===== config.mk =====
export PLATFORM = sky130hd
export DESIGN_NAME = uart_tx_sched
export DESIGN_NICKNAME = d
export VERILOG_FILES = /design/src/rtl/uart_tx_sched.sv
export SDC_FILE = /design/constraint.sdc
export NUM_CORES = 1
export LEC_CHECK = 0
export ABC_AREA = 0
export BUFFER_PORTS_ARGS = -buffer_cell sky130_fd_sc_hd__buf_2
export CORE_UTILIZATION = 45
export CTS_CLUSTER_DIAMETER = 30
export CTS_CLUSTER_SIZE = 12
export DETAILED_ROUTE_END_ITERATION = 10
export MAX_ROUTING_LAYER = met4
export PLACE_DENSITY = 0.69
export SLEW_MARGIN = 20
export SYNTH_ARGS = -nofsm -noshare
export SYNTH_HDL_FRONTEND = slang
export SYNTH_SLANG_ARGS = --single-unit
export TNS_END_PERCENT = 50

===== constraint.sdc =====
create_clock -name clk -period 2.5 [get_ports clk]
set_input_delay 0.125 -clock clk [delete_from_list [all_inputs] [get_ports clk]]
set_output_delay 0.125 -clock clk [all_outputs]
set_load 0.03 [all_outputs]

===== src/rtl/uart_tx_sched.sv =====
// Transmit scheduler: DEPTH-entry character FIFO plus a one-deep priority control slot,
// arming characters onto din/thre for the serializer and tracking its pop handshake.
module uart_tx_sched #(
    parameter int DEPTH = 16,
    parameter int AW    = $clog2(DEPTH)
) (
    input  logic          clk,
    input  logic          rst,
    input  logic          wr_en,
    input  logic [7:0]    wr_data,
    output logic          full,
    output logic [AW:0]   fifo_count,
    output logic          overrun,
    input  logic          ovr_clr,
    input  logic          ctl_req,
    input  logic [7:0]    ctl_data,
    output logic          ctl_busy,
    output logic          ctl_ack,
    input  logic          tx_pause,
    input  logic          pop,
    input  logic          sreg_empty,
    output logic          thre,
    output logic [7:0]    din,
    output logic          temt
);

    typedef enum logic [1:0] {IDLE, ARMED, BUSY} state_t;

    localparam logic [AW:0] FULL_CNT = (AW+1)'(DEPTH);

    state_t        state_q, state_d;
    logic [AW-1:0] wr_ptr_q, wr_ptr_d, rd_ptr_q, rd_ptr_d;
    logic [AW:0]   count_q, count_d;
    logic          overrun_q, overrun_d;
    logic          ctl_busy_q, ctl_busy_d;
    logic          slot_pend_q, slot_pend_d;
    logic [7:0]    slot_q, slot_d;
    logic          ctl_ack_q, ctl_ack_d;
    logic          src_ctl_q, src_ctl_d;
    logic [7:0]    din_q, din_d;
    logic          pop_q;
    logic [7:0]    mem_q [DEPTH];

    logic pop_rise, fifo_empty, deq, push;

    assign fifo_empty = (count_q == '0);
    assign full       = (count_q == FULL_CNT);
    assign pop_rise   = pop & ~pop_q;
    assign push       = wr_en & (~full | deq);

    always_comb begin
        state_d     = state_q;
        src_ctl_d   = src_ctl_q;
        din_d       = din_q;
        slot_d      = slot_q;
        slot_pend_d = slot_pend_q;
        ctl_busy_d  = ctl_busy_q;
        ctl_ack_d   = 1'b0;
        deq         = 1'b0;

        case (state_q)
            IDLE: begin
                // A pending control character always wins over queued data.
                if (slot_pend_q) begin
                    state_d     = ARMED;
                    din_d       = slot_q;
                    src_ctl_d   = 1'b1;
                    slot_pend_d = 1'b0;
                end else if (!fifo_empty && !tx_pause) begin
                    state_d   = ARMED;
                    din_d     = mem_q[rd_ptr_q];
                    src_ctl_d = 1'b0;
                    deq       = 1'b1;
                end
            end
            ARMED: begin
                if (pop_rise) begin
                    state_d = BUSY;
                    if (src_ctl_q) begin
                        ctl_ack_d  = 1'b1;
                        ctl_busy_d = 1'b0;
                    end
                end
            end
            BUSY: begin
                if (!pop) state_d = IDLE;
            end
            default: state_d = IDLE;
        endcase

        // Gated on the registered busy flag, so a release and a new request never collide.
        if (ctl_req && !ctl_busy_q) begin
            slot_d      = ctl_data;
            slot_pend_d = 1'b1;
            ctl_busy_d  = 1'b1;
        end

        wr_ptr_d = push ? wr_ptr_q + 1'b1 : wr_ptr_q;
        rd_ptr_d = deq  ? rd_ptr_q + 1'b1 : rd_ptr_q;
        count_d  = count_q + {{AW{1'b0}}, push} - {{AW{1'b0}}, deq};

        overrun_d = overrun_q;
        if (wr_en && full && !deq) overrun_d = 1'b1;
        else if (ovr_clr)          overrun_d = 1'b0;
    end

    always_ff @(posedge clk or posedge rst) begin
        if (rst) begin
            state_q     <= IDLE;
            wr_ptr_q    <= '0;
            rd_ptr_q    <= '0;
            count_q     <= '0;
            overrun_q   <= 1'b0;
            ctl_busy_q  <= 1'b0;
            slot_pend_q <= 1'b0;
            slot_q      <= 8'h00;
            ctl_ack_q   <= 1'b0;
            src_ctl_q   <= 1'b0;
            din_q       <= 8'h00;
            pop_q       <= 1'b0;
        end else begin
            state_q     <= state_d;
            wr_ptr_q    <= wr_ptr_d;
            rd_ptr_q    <= rd_ptr_d;
            count_q     <= count_d;
            overrun_q   <= overrun_d;
            ctl_busy_q  <= ctl_busy_d;
            slot_pend_q <= slot_pend_d;
            slot_q      <= slot_d;
            ctl_ack_q   <= ctl_ack_d;
            src_ctl_q   <= src_ctl_d;
            din_q       <= din_d;
            pop_q       <= pop;
        end
    end

    // Storage only; occupancy is tracked by the reset pointers and count.
    always_ff @(posedge clk) begin
        if (push) mem_q[wr_ptr_q] <= wr_data;
    end

    assign fifo_count = count_q;
    assign overrun    = overrun_q;
    assign ctl_busy   = ctl_busy_q;
    assign ctl_ack    = ctl_ack_q;
    assign din        = din_q;
    assign thre       = (state_q != ARMED);
    assign temt       = (state_q == IDLE) & fifo_empty & ~ctl_busy_q & sreg_empty;

endmodule


# Word level (Yosys, flattened, before mapping)
# Memory sizes are Yosys's and may differ from the RTL's.
# Index checks and enable logic that the tools add are counted.
# classes
shifts	0
eq_ne	7
reduce_logical	19
n_lt_le_gt_ge	0
multipliers	0
add_sub_neg	4
n_bitwise	9
n_div	0
n_mux	25
# op_table
operator	n
1-bit two-way mux	18
8-bit two-way mux	2
2-bit nonzero test	6
4-bit by 1-bit adder with 4-bit output, second input constant	2
2-bit two-way mux	4
2-bit case mux with 3 select lines	1
3-bit AND reduction	2
5-bit by 1-bit adder with 5-bit output	1
1-bit bitwise AND	5
5-bit == test, second input constant	1
5-bit logical NOT	1
5-bit by 1-bit subtractor with 5-bit output	1
1-bit logical AND	4
1-bit logical NOT	4
2-bit != test, second input constant	2
3-bit != test, second input constant	1
1-bit inverter	3
2-bit by 1-bit == test with 1-bit output, second input constant	1
2-bit == test, second input constant	1
2-bit logical NOT	1
2-bit by 1-bit != test with 1-bit output, second input constant	1
2-bit AND reduction	1
1-bit bitwise OR	1
# totals
elab_cells	77
mem_bits_rw	128
regBits	37
inputBits	24
latchBits	0
n_memories	1
rom_bits	0
out_inout_bits	19
# memory_table
memory	words	word_bits	rd	rd_ports_with_merged_regs	write_ports	line	rtl
mem_q	16	8	1	0	1	42	logic [7:0] mem_q [DEPTH];

# Longest topological paths before layout
# Gate-level depths: netlist of the first run.
# depth
word_depth	10
mapped_depth	12
mapped_depth_nobuf	12

# Worst setup path after synthesis of the first run
# Ideal clock, no wire load.
# synth_path
kind	flip-flop to flip-flop
from	register count_q[3], in the netlist fifo_count[3]
to	register count_q[4], in the netlist fifo_count[4]
synth_period_minus_slack_ns	2.609
t_required_ns	2.377
path_stages_with_launch	12
n_path_buf	0
setup_slack_ns	-0.109
setup_time_ns	0.123
t_arrival_ns	2.486
cell_sequence	dfrtp_1 -> inv_1 -> ha_1 -> nor4b_1 -> or3_1 -> o21ai_0 -> ha_1 -> fa_1 -> a21oi_1 -> nor2_1 -> nor2_1 -> xnor2_1
# synth_between
elab_chain_cells	10
word_cells_on_any_way	12
classes_between	add/sub: 2; eq/ne: 1; mux: 3; bitwise: 3; reduce/logical: 3
# synth_lines
item	line	rtl
start: declaration	33	logic [AW:0] count_q, count_d;
start signal: assignment	125	count_q <= count_d;
5-bit logical NOT	46	assign fifo_empty = (count_q == '0);
1-bit logical NOT	69	end else if (!fifo_empty && !tx_pause) begin
1-bit logical AND	69	
1-bit two-way mux	69	
1-bit two-way mux	64	if (slot_pend_q) begin
1-bit two-way mux	61	case (state_q)
1-bit bitwise OR	49	assign push = wr_en & (~full | deq);
1-bit bitwise AND	49	
5-bit by 1-bit adder with 5-bit output	100	count_d = count_q + {{AW{1'b0}}, push} - {{AW{1'b0}}, deq};
5-bit by 1-bit subtractor with 5-bit output (*)	100	
net count_d[4]	33	
# Mark *: on every way through the listed nets, which the timed path passes. The rest lies on a longest branch.
# A chain may end at the register's enable or synchronous reset.

# Worst setup path in the final report of the first run
# layout_path
from	register count_q[2], in the netlist fifo_count[2]
to	register count_q[4], in the netlist fifo_count[4]
# The elaborated chain is that of the path after synthesis.

==> results of run 1 <==
-- critical path: cells and delay by family (launching register included) --
| family | cells | cell delay, ps |
|---|---|---|
| compound gates | 2 | 220 |
| flops | 1 | 400 |
| xor+xnor | 1 | 120 |
| buf+inv | 1 | 90 |
| simple gates | 5 | 840 |
| fa+ha+maj | 3 | 620 |
-- timing repair --
action | in CTS | in global routing
endpoints found under the setup margin | 1 | 25
gates resized for setup | 2 | 6
hold buffers | 12 | 0
hold endpoints to repair | 32 | 0
-- logic make-up (layout without fill, tap and decap cells) --
logic type                 Yosys count  in the layout  share of synthesized area (%)
DFF                                165            165                           70.4
and+or+nand+nor                     77             77                           6.39
muxes                               58             58                           14.2
AOI/OAI and AO/OA                   33             33                           3.40
buffers and inverters               30            130                           2.27
adders and majority gates           11             11                           2.14
xor gates and xnor gates            10             10                           1.29
-- stage by stage --
step	instances	total power, uW	cell area [um2]
2_1_floorplan	384	5830	6790
3_3_place_gp	624	6620	7380
3_5_place_dp	624	6730	7380
4_1_cts	668	9310	8090
5_1_grt	668	9740	8110
6_report	668	9260	8110
-- per-layer routing --
layer | wire, um | part of all wire, %
met1 | 6110 | 44
met2 | 6740 | 48
met3 | 851 | 6.1
met4 | 240 | 1.7
met5 | 0 | 0
-- final timing paths --
kind                                from       endpoint
max                        fifo_count[2]  fifo_count[4]
min                             tx_pause     state_q[0]
max reg2reg                fifo_count[2]  fifo_count[4]
min reg2reg                    src_ctl_q      src_ctl_q
max in group asynchronous            rst    rd_ptr_q[1]
min in group asynchronous            rst          pop_q
-- registers in the layout (all words and copies together), names as in the netlist --
name and flops:
slot_pend_q 1, din 8, wr_ptr_q 4, rd_ptr_q 4, pop_q 1, fifo_count 5, state_q 2, src_ctl_q 1
overrun 1, ctl_ack 1, slot_q 8, mem_q 128, ctl_busy 1
-- where the power goes --
part / internal, uW / leakage [uW] / switching [uW]
clock: 1480 / 0.000269 / 1060
combinational: 1350 / 0.00112 / 1530
sequential: 3450 / 0.00160 / 381
total: 6280 / 0.00299 / 2970
-- final cells by class --
class / instances / area [um2] / share of cell area [%]
clock inverter: 14 / 155 / 1.91
tap: 184 / 230 / 2.84
clock buffer: 18 / 429 / 5.29
timing repair buffer: 84 / 581 / 7.16
sequential: 165 / 4770 / 58.8
inverter: 14 / 52.6 / 0.648
multi-input combinational: 189 / 1890 / 23.3
-- cell usage after synthesis (4+ instances only) --
cell type,n
o22ai_1,6
mux4_2,13
nand3_1,12
inv_1,14
edfxtp_1,128
a22oi_1,8
nand2_1,14
mux2_2,30
mux4_1,11
or3_1,6
mux2i_1,4
nor4_1,4
xnor2_1,7
nor2_1,15
dfrtp_1,37
ha_1,10
and2_1,8
buf_2,6
==> impl_metrics.toml, run 1 <==
[status]
outcome = "completed"

[cells_and_area]
areaGrowthSynthToFinish_pct = 19.7
drive_above_1_share_pct = 33.3
final_common_cell = "edfxtp_1"
layout_common_cells = "128 x edfxtp_1, 42 x buf_2, 36 x dfrtp_1, 30 x mux2_2, 28 x buf_4"
fin_nets = 506
diodes = 0
final_core_util_pct = 55.6
num-fill-cells = 1088

[sta]
fin_ws_ps = 84.7
tns_ps = 0
fmax_mhz = 414
rsz0062_at_grt = "yes"
slew_headroom_pct = 43.8
maxSlewViolCount = 0
hold_violations = 0
setup_viol = 0
tightestPinTransition_ps = 843
whs_ps = 86.4
min_period_ps = 2420
fin_crit_sh_pct = 96.6
fin_skew_ps = 6.15

[power_and_ir_drop]
irDropWorstVdd_v = 0.000671
powerDensity_nw_per_um2 = 1140
p_leak_uw = 0.00299

[synthesis]
synthFlopType = "edfxtp_1"
syn_area_per_cell_um2 = 17.7
async_reset_ff_share_pct = 22.4
synth_top_area_share_pct = 56.7
synth.distinct_cells = 47
synthCells = 384
synth.cell_area_um2 = 6780
seq_area_frac_synth_pct = 70.4
ys_warn_count = 0
ys_ff_latch = 165
syn_nets = 419
synth_area_leaders = "edfxtp_1 57%, dfrtp_1 14%, mux2_2 5.0%"
yosysTopAreaCell = "edfxtp_1"
synth_edf_count = 128

[die]
initial_core_util_pct = 46.5
rows = 44
die_area_um2 = 15600
die_x_um = 125
ios = 43
dieHeight_um = 125
core_area_um2 = 14600

[routing]
dr.pass1.iters = 4
dr.first_iter.drc_count = 312
vias = 3683
wl_mm = 13.9
antenna_left = 0
drc = 0
viasPerCell = 5.51
wire_per_inst_um = 20.9

[clocking]
cts_post_setup_buffers_inserted = 0
cts.clk_slew.worst_paths_ps = 60
cts_max_level = 4
clk_latency_ps = 420
root_buffer = "clkbuf_16"
max-clock-path-buffers = 2
clock_sinks = 165
cts_tree = "built"
numCtsBuffers = 17

[global_routing]
grt_use_met1_pct = 25.6
antenna_found_initial = 0
overflow = 0
grt.busiest_layer = "met2"
grt_use_met2_pct = 30.5
grt_use_met3_pct = 4.55
grt_pass1_vias = 3970
groute.usage.overall_pct = 19.9
grt_max_degree = 25
grt_pass1_wl_mm = 22.1

[setup_path]
r2r_cells = 12
critPathMaxFanout = 3
critPathSlowestCell = "or4b_4"
arrival_ps = 2720
cp-end-kind = "register"
r2r_slack_ps = 80
crit_chain = "inv_1 > ha_2 > or4b_4 > nand2_1 > nand2_1 > o21ai_2 > ha_2 > fa_2 > a21oi_1 > nor2_1 > nor2_1 > xnor2_1"
crit_type = "register to register"
critPathRequiredTime_ps = 2800
crit_path_max_incr_delay_ps = 470
cp-start-kind = "register"

[placed_design]
io_buffers = 42
place.gp.congestion = 0.871
dpl.hpwl_mm = 9.29
place_ws_ps = -0.440

[min_path]
hold_depth = 3
worst_hold_path_type = "input pin to register"

[job]
cap_violations = 0
(Power assumes the default switching activity.)
==> inputs of run 2 (changes only) <==
--- a/config.mk
+++ b/config.mk
@@ -5,14 +5,14 @@
 export SDC_FILE = /design/constraint.sdc
 export NUM_CORES = 1
 export LEC_CHECK = 0
-export ABC_AREA = 0
+export ABC_AREA = 1
 export BUFFER_PORTS_ARGS = -buffer_cell sky130_fd_sc_hd__buf_2
-export CORE_UTILIZATION = 45
+export CORE_UTILIZATION = 50
 export CTS_CLUSTER_DIAMETER = 30
 export CTS_CLUSTER_SIZE = 12
 export DETAILED_ROUTE_END_ITERATION = 10
 export MAX_ROUTING_LAYER = met4
-export PLACE_DENSITY = 0.69
+export PLACE_DENSITY = 0.75
 export SLEW_MARGIN = 20
 export SYNTH_ARGS = -nofsm -noshare
 export SYNTH_HDL_FRONTEND = slang
==> impl_metrics.toml, run 2 <==
[status]
outcome = "completed"

[routing]
dr.first_iter.drc_count = 500
dr.pass1.iters = 5
wire_per_inst_um = 17.3
antenna_left = 0
viasPerCell = 5.34
wl_mm = 16.7
vias = 5137
drc = 0

[sta]
setup_viol = 0
slew_headroom_pct = 52.9
rsz0062_at_grt = "no"
fin_ws_ps = 106
fmax_mhz = 418
min_period_ps = 2390
fin_skew_ps = 8.12
maxSlewViolCount = 0
tightestPinTransition_ps = 702
tns_ps = 0
fin_crit_sh_pct = 95.7
hold_violations = 0

[global_routing]
grt_max_degree = 67
grt_pass1_wl_mm = 26.3
overflow = 0
groute.usage.overall_pct = 25.1
antenna_found_initial = 0
grt_pass1_vias = 5124

[cells_and_area]
final_common_cell = "nand2_1"
num-fill-cells = 1128
fin_nets = 804
diodes = 0
fin_cells = 962
fin_area_um2 = 8420
drive_above_1_share_pct = 14.8
largest-register = "mem_q"
areaGrowthSynthToFinish_pct = 15.5
largest_register_ffs = 128
layout_common_cells = "247 x nand2_1, 128 x edfxtp_1, 97 x nand3_1, 91 x inv_1, 42 x buf_2"

[placed_design]
dpl.hpwl_mm = 10.8
place_area_um2 = 7740
place_ws_ps = 120
place.gp.congestion = 0.951
place_inst = 919
io_buffers = 42

[die]
initial_core_util_pct = 51.9
dieHeight_um = 123
die_x_um = 123
core_area_um2 = 14000
die_area_um2 = 15100
rows = 43
ios = 43

[setup_path]
crit_buf_inv = 1
crit_type = "register to register"
cp_top_family = "adder cells"
cp-end-kind = "register"
path_depth = 12
crit_chain = "inv_1 > ha_2 > nand4_4 > nand4_4 > or2_2 > nand2_1 > ha_1 > fa_1 > a21oi_2 > nor2_1 > nor2_1 > xor2_1"
cp-start-kind = "register"
r2r_cells = 12
critPathRequiredTime_ps = 2850
critPathMaxFanout = 5
crit_path_max_incr_delay_ps = 420
arrival_ps = 2740
critPathSlowestCell = "fa_1"

[job]
cap_violations = 0

[clocking]
cts_tree = "built"
clock_sinks = 165
numCtsBuffers = 17
cts.clk_slew.worst_paths_ps = 60
max-clock-path-buffers = 2
cts_max_level = 4
root_buffer = "clkbuf_16"
clk_latency_ps = 430

[synthesis]
synthFlopType = "edfxtp_1"
syn_nets = 737
synth_top_area_share_pct = 52.7
syn_area_per_cell_um2 = 10.4
synth.cell_area_um2 = 7290
ys_warn_count = 0
synth_common_cells = "247 x nand2_1, 128 x edfxtp_1, 97 x nand3_1, 91 x inv_1, 37 x dfrtp_1"
yosysMostFrequentCell = "nand2_1"
yosysTopAreaCell = "edfxtp_1"
synth.distinct_cells = 29
synthCells = 702
async_reset_ff_share_pct = 22.4
synth_edf_count = 128
seq_area_frac_synth_pct = 65.5
synth_area_leaders = "edfxtp_1 53%, nand2_1 13%, dfrtp_1 13%"
ys_ff_latch = 165

[min_path]
worst_hold_path_type = "input pin to register"
hold_depth = 3

[power_and_ir_drop]
power_uw = 9760
powerDensity_nw_per_um2 = 1160
p_leak_uw = 0.00376
irDropWorstVdd_v = 0.000600
-- run 2: changes by cell type in the layout (fill, tap and decap cells not counted), moves of 11 or more --
cell     previous run  this run
inv_1              14        91
mux2_2             30         8
mux4_1             11         0
mux4_2             13         0
nand2_1            14       247
nand3_1            12        97
nor3_1              1        16
-- run 2: layout make-up --
class                   instances  area (um2)  share of cell area, %
well taps                     180         225                   2.68
flip-flops and latches        165        4770                   56.7
repair buffers                 77         513                   6.09
multi-input cells             416        2000                   23.8
clock buffers                  18         429                   5.10
inverters                      92         345                   4.10
clock inverters                14         131                   1.56
-- run 2: stage by stage --
step	utilization (%)	hold slack (ps)
floorplan	-	156
global placement	55.1	250
detailed placement	55.1	263
CTS	59.9	0.267
global route	59.9	8.18
finish	59.9	15.3
-- run 2: path summary, 6_finish.rpt --
check	start	endpoint	slack, ps
min in group asynchronous	rst	state_q[0]	410
worst max-delay path	fifo_count[2]	fifo_count[4]	110
worst min-delay path	wr_en	wr_ptr_q[3]	20
worst min register to register	din[0]	din[0]	480
max in group asynchronous	rst	rd_ptr_q[0]	1750
worst max register to register	fifo_count[2]	fifo_count[4]	110
-- run 2: worst register-to-register path: cells and delay by family (launching register included) --
family / cells / cell delay, ps
fa+ha+maj: 3 / 840
simple gates: 6 / 660
flops: 1 / 410
compound gates: 1 / 180
xor+xnor: 1 / 150
buf+inv: 1 / 90
-- run 2: kinds of logic after synthesis --
family / share of synthesized area [%]
compound gates: 0.790
xor+xnor: 1.20
flops: 65.5
mux: 1.24
fa+ha+maj: 1.99
simple gates: 22.2
buf+inv: 7.16
-- run 2: repair_timing --
item	4_1_cts	5_1_grt
resized for setup	0	2
setup endpoints to repair	0	1
hold buffers	11	0
hold endpoints to repair	48	0
setup buffers	0	0
-- run 2: power breakdown --
group | switching, uW | total (uW) | leakage (uW) | internal [uW]
clock network | 1070 | 2440 | 0.000270 | 1380
logic | 2480 | 3610 | 0.00188 | 1130
registers | 263 | 3700 | 0.00160 | 3440
-- run 2: layer usage --
layer | vias to the layer above | track usage (%) | wire [um]
li1 | 2416 | - | -
met3 | 41 | 6.04 | 1120
met4 | 0 | 10.8 | 478
met1 | 2501 | 30.9 | 6700
met2 | 179 | 39.7 | 8380
met5 | - | - | 0
==> inputs of run 3 (changes only) <==
--- a/config.mk
+++ b/config.mk
@@ -5,14 +5,13 @@
 export SDC_FILE = /design/constraint.sdc
 export NUM_CORES = 1
 export LEC_CHECK = 0
-export ABC_AREA = 1
-export BUFFER_PORTS_ARGS = -buffer_cell sky130_fd_sc_hd__buf_2
+export BUFFER_PORTS_ARGS = -buffer_cell sky130_fd_sc_hd__buf_4
 export CORE_UTILIZATION = 50
 export CTS_CLUSTER_DIAMETER = 30
 export CTS_CLUSTER_SIZE = 12
 export DETAILED_ROUTE_END_ITERATION = 10
 export MAX_ROUTING_LAYER = met4
-export PLACE_DENSITY = 0.75
+export PLACE_DENSITY = 0.73
 export SLEW_MARGIN = 20
 export SYNTH_ARGS = -nofsm -noshare
 export SYNTH_HDL_FRONTEND = slang
==> constraint.sdc (replaced) <==
create_clock -name clk -period 2.9 [get_ports clk]
set_input_delay 0.145 -clock clk [delete_from_list [all_inputs] [get_ports clk]]
set_output_delay 0.145 -clock clk [all_outputs]
set_load 0.03 [all_outputs]
==> impl_metrics.toml, run 3 (synthesis results as in run 1) <==
[status]
outcome = "completed"

[setup_path]
regToRegEndpoint = "fifo_count[4]"
cp-start-kind = "register"
r2r_cells = 12
cp-end-kind = "register"
crit_type = "register to register"
r2r_slack_ps = 300
r2r-start = "fifo_count[3]"
critPathSlowestCell = "or4b_1"
critPathMaxFanout = 5
crit_chain = "inv_1 > ha_1 > or4b_1 > nand2_1 > nand2_1 > o21ai_0 > ha_1 > fa_1 > a21oi_1 > nor2_1 > nor2_1 > xnor2_1"
critPathRequiredTime_ps = 3210
arrival_ps = 2910
crit_path_max_incr_delay_ps = 560
worstSetupStartpoint = "fifo_count[3]"

[cells_and_area]
num-fill-cells = 979
areaGrowthSynthToFinish_pct = 18.5
layout_common_cells = "128 x edfxtp_1, 57 x buf_4, 36 x dfrtp_1, 30 x mux2_2, 17 x clkbuf_16"
largest-register = "mem_q"
regArea_um2 = 4770
largest_register_ffs = 128
fin_nets = 490
multi_input_area_um2 = 1860
diodes = 0
drive_above_1_share_pct = 28.4
final_common_cell = "edfxtp_1"

[sta]
maxSlewViolCount = 0
fin_skew_ps = 7.79
tightestPinTransition_ps = 926
slew_headroom_pct = 38.1
fmax_mhz = 385
min_period_ps = 2600
rsz0062_at_grt = "no"
setup_viol = 0
hold_violations = 0
tns_ps = 0
fin_crit_sh_pct = 89.6

[die]
dieHeight_um = 118
die_area_um2 = 14000
die_x_um = 118
core_area_um2 = 13200
ios = 43
initial_core_util_pct = 51.2
rows = 42

[routing]
viasPerCell = 5.58
wl_mm = 13.3
vias = 3591
antenna_left = 0
dr.first_iter.drc_count = 332
dr.pass1.iters = 4
wire_per_inst_um = 20.7
drc = 0

[power_and_ir_drop]
irDropWorstVdd_v = 0.000529
power.internal_uw = 5520
switchingPower_uw = 2460
clkPwrFrac_pct = 28.6
powerDensity_nw_per_um2 = 992
p_leak_uw = 0.00295
p_seq_share_pct = 42.2
comb_power_share_pct = 29.1
power_uw = 7970
p_sw_share_pct = 30.8

[min_path]
holdPathEnd = "overrun"
worst_hold_path_type = "input pin to register"
hp-start = "wr_en"
hold_depth = 3

[clocking]
clk_latency_ps = 420
cts_max_level = 4
max-clock-path-buffers = 2
cts_post_setup_buffers_inserted = 0
cts.clk_slew.worst_paths_ps = 60
cts_resized = 0
root_buffer = "clkbuf_16"
clock_sinks = 165
numCtsBuffers = 17
cts_tree = "built"

[global_routing]
grt_pass1_wl_mm = 20.6
grt_max_degree = 38
overflow = 0
grt_pass1_vias = 3591
antenna_found_initial = 0
groute.usage.overall_pct = 21.2

[placed_design]
dpl.hpwl_mm = 8.69
io_buffers = 42
place.gp.congestion = 0.825

[job]
cap_violations = 0
==> run 3: final cells by class <==
| class | count | share of cell area (%) |
|---|---|---|
| clock inverters | 11 | 1.96 |
| repair buffers | 68 | 6.70 |
| multi-input cells | 189 | 23.1 |
| well taps | 176 | 2.74 |
| flip-flops and latches | 165 | 59.4 |
| inverters | 14 | 0.654 |
| clock buffers | 21 | 5.48 |
==> run 3: worst max path at each step <==
stage                         end  slack (ps)  depth (start not counted)
global placement    fifo_count[4]         460                         12
global route        fifo_count[4]          90                         12
detailed placement  fifo_count[4]         350                         12
finish              fifo_count[4]         300                         12
CTS                 fifo_count[4]         340                         12
floorplan           fifo_count[4]         290                         11
==> run 3: metal layers <==
layer / share of wire (%) / up-vias / global-route usage (%)
met1: 44 / 1820 / 27.5
met4: 2.4 / 0 / 9.02
met3: 5.1 / 18 / 5.69
li1: - / 1644 / -
met5: 0 / - / -
met2: 49 / 109 / 31.7
==> run 3: repair_timing <==
| action | 4_1_cts | 5_1_grt |
|---|---|---|
| setup endpoints to repair | 0 | 0 |
| hold buffers | 11 | 0 |
| endpoints found under the hold margin | 48 | 0 |
==> run 3: power by group through the flow <==
stage	logic, uW	clock network [uW]	registers [uW]
2_1_floorplan	1650	0	3370
3_3_place_gp	2270	0	3380
3_5_place_dp	2310	0	3410
4_1_cts	2340	2310	3370
5_1_grt	2500	2410	3420
6_report	2320	2280	3370
==> run 3: worst max-delay path: cells and delay by family (launching register included) <==
family                     cells  cell delay (ps)
adders and majority gates      3              620
DFF                            1              400
and+or+nand+nor                5             1030
buffers and inverters          1               90
AOI/OAI and AO/OA              2              240
xor gates and xnor gates       1              120
==> run 3: stage by stage <==
step | setup slack, ps | util (%) | hold WS (ps) | cells | area, um2
2_1_floorplan | 291 | - | 176 | 384 | 6780
3_3_place_gp | 456 | 55.3 | 280 | 601 | 7330
3_5_place_dp | 348 | 55.3 | 280 | 601 | 7330
4_1_cts | 341 | 60.7 | 6.73 | 644 | 8040
5_1_grt | 86.3 | 60.7 | 15.8 | 644 | 8040
6_report | 303 | 60.7 | 22.8 | 644 | 8040
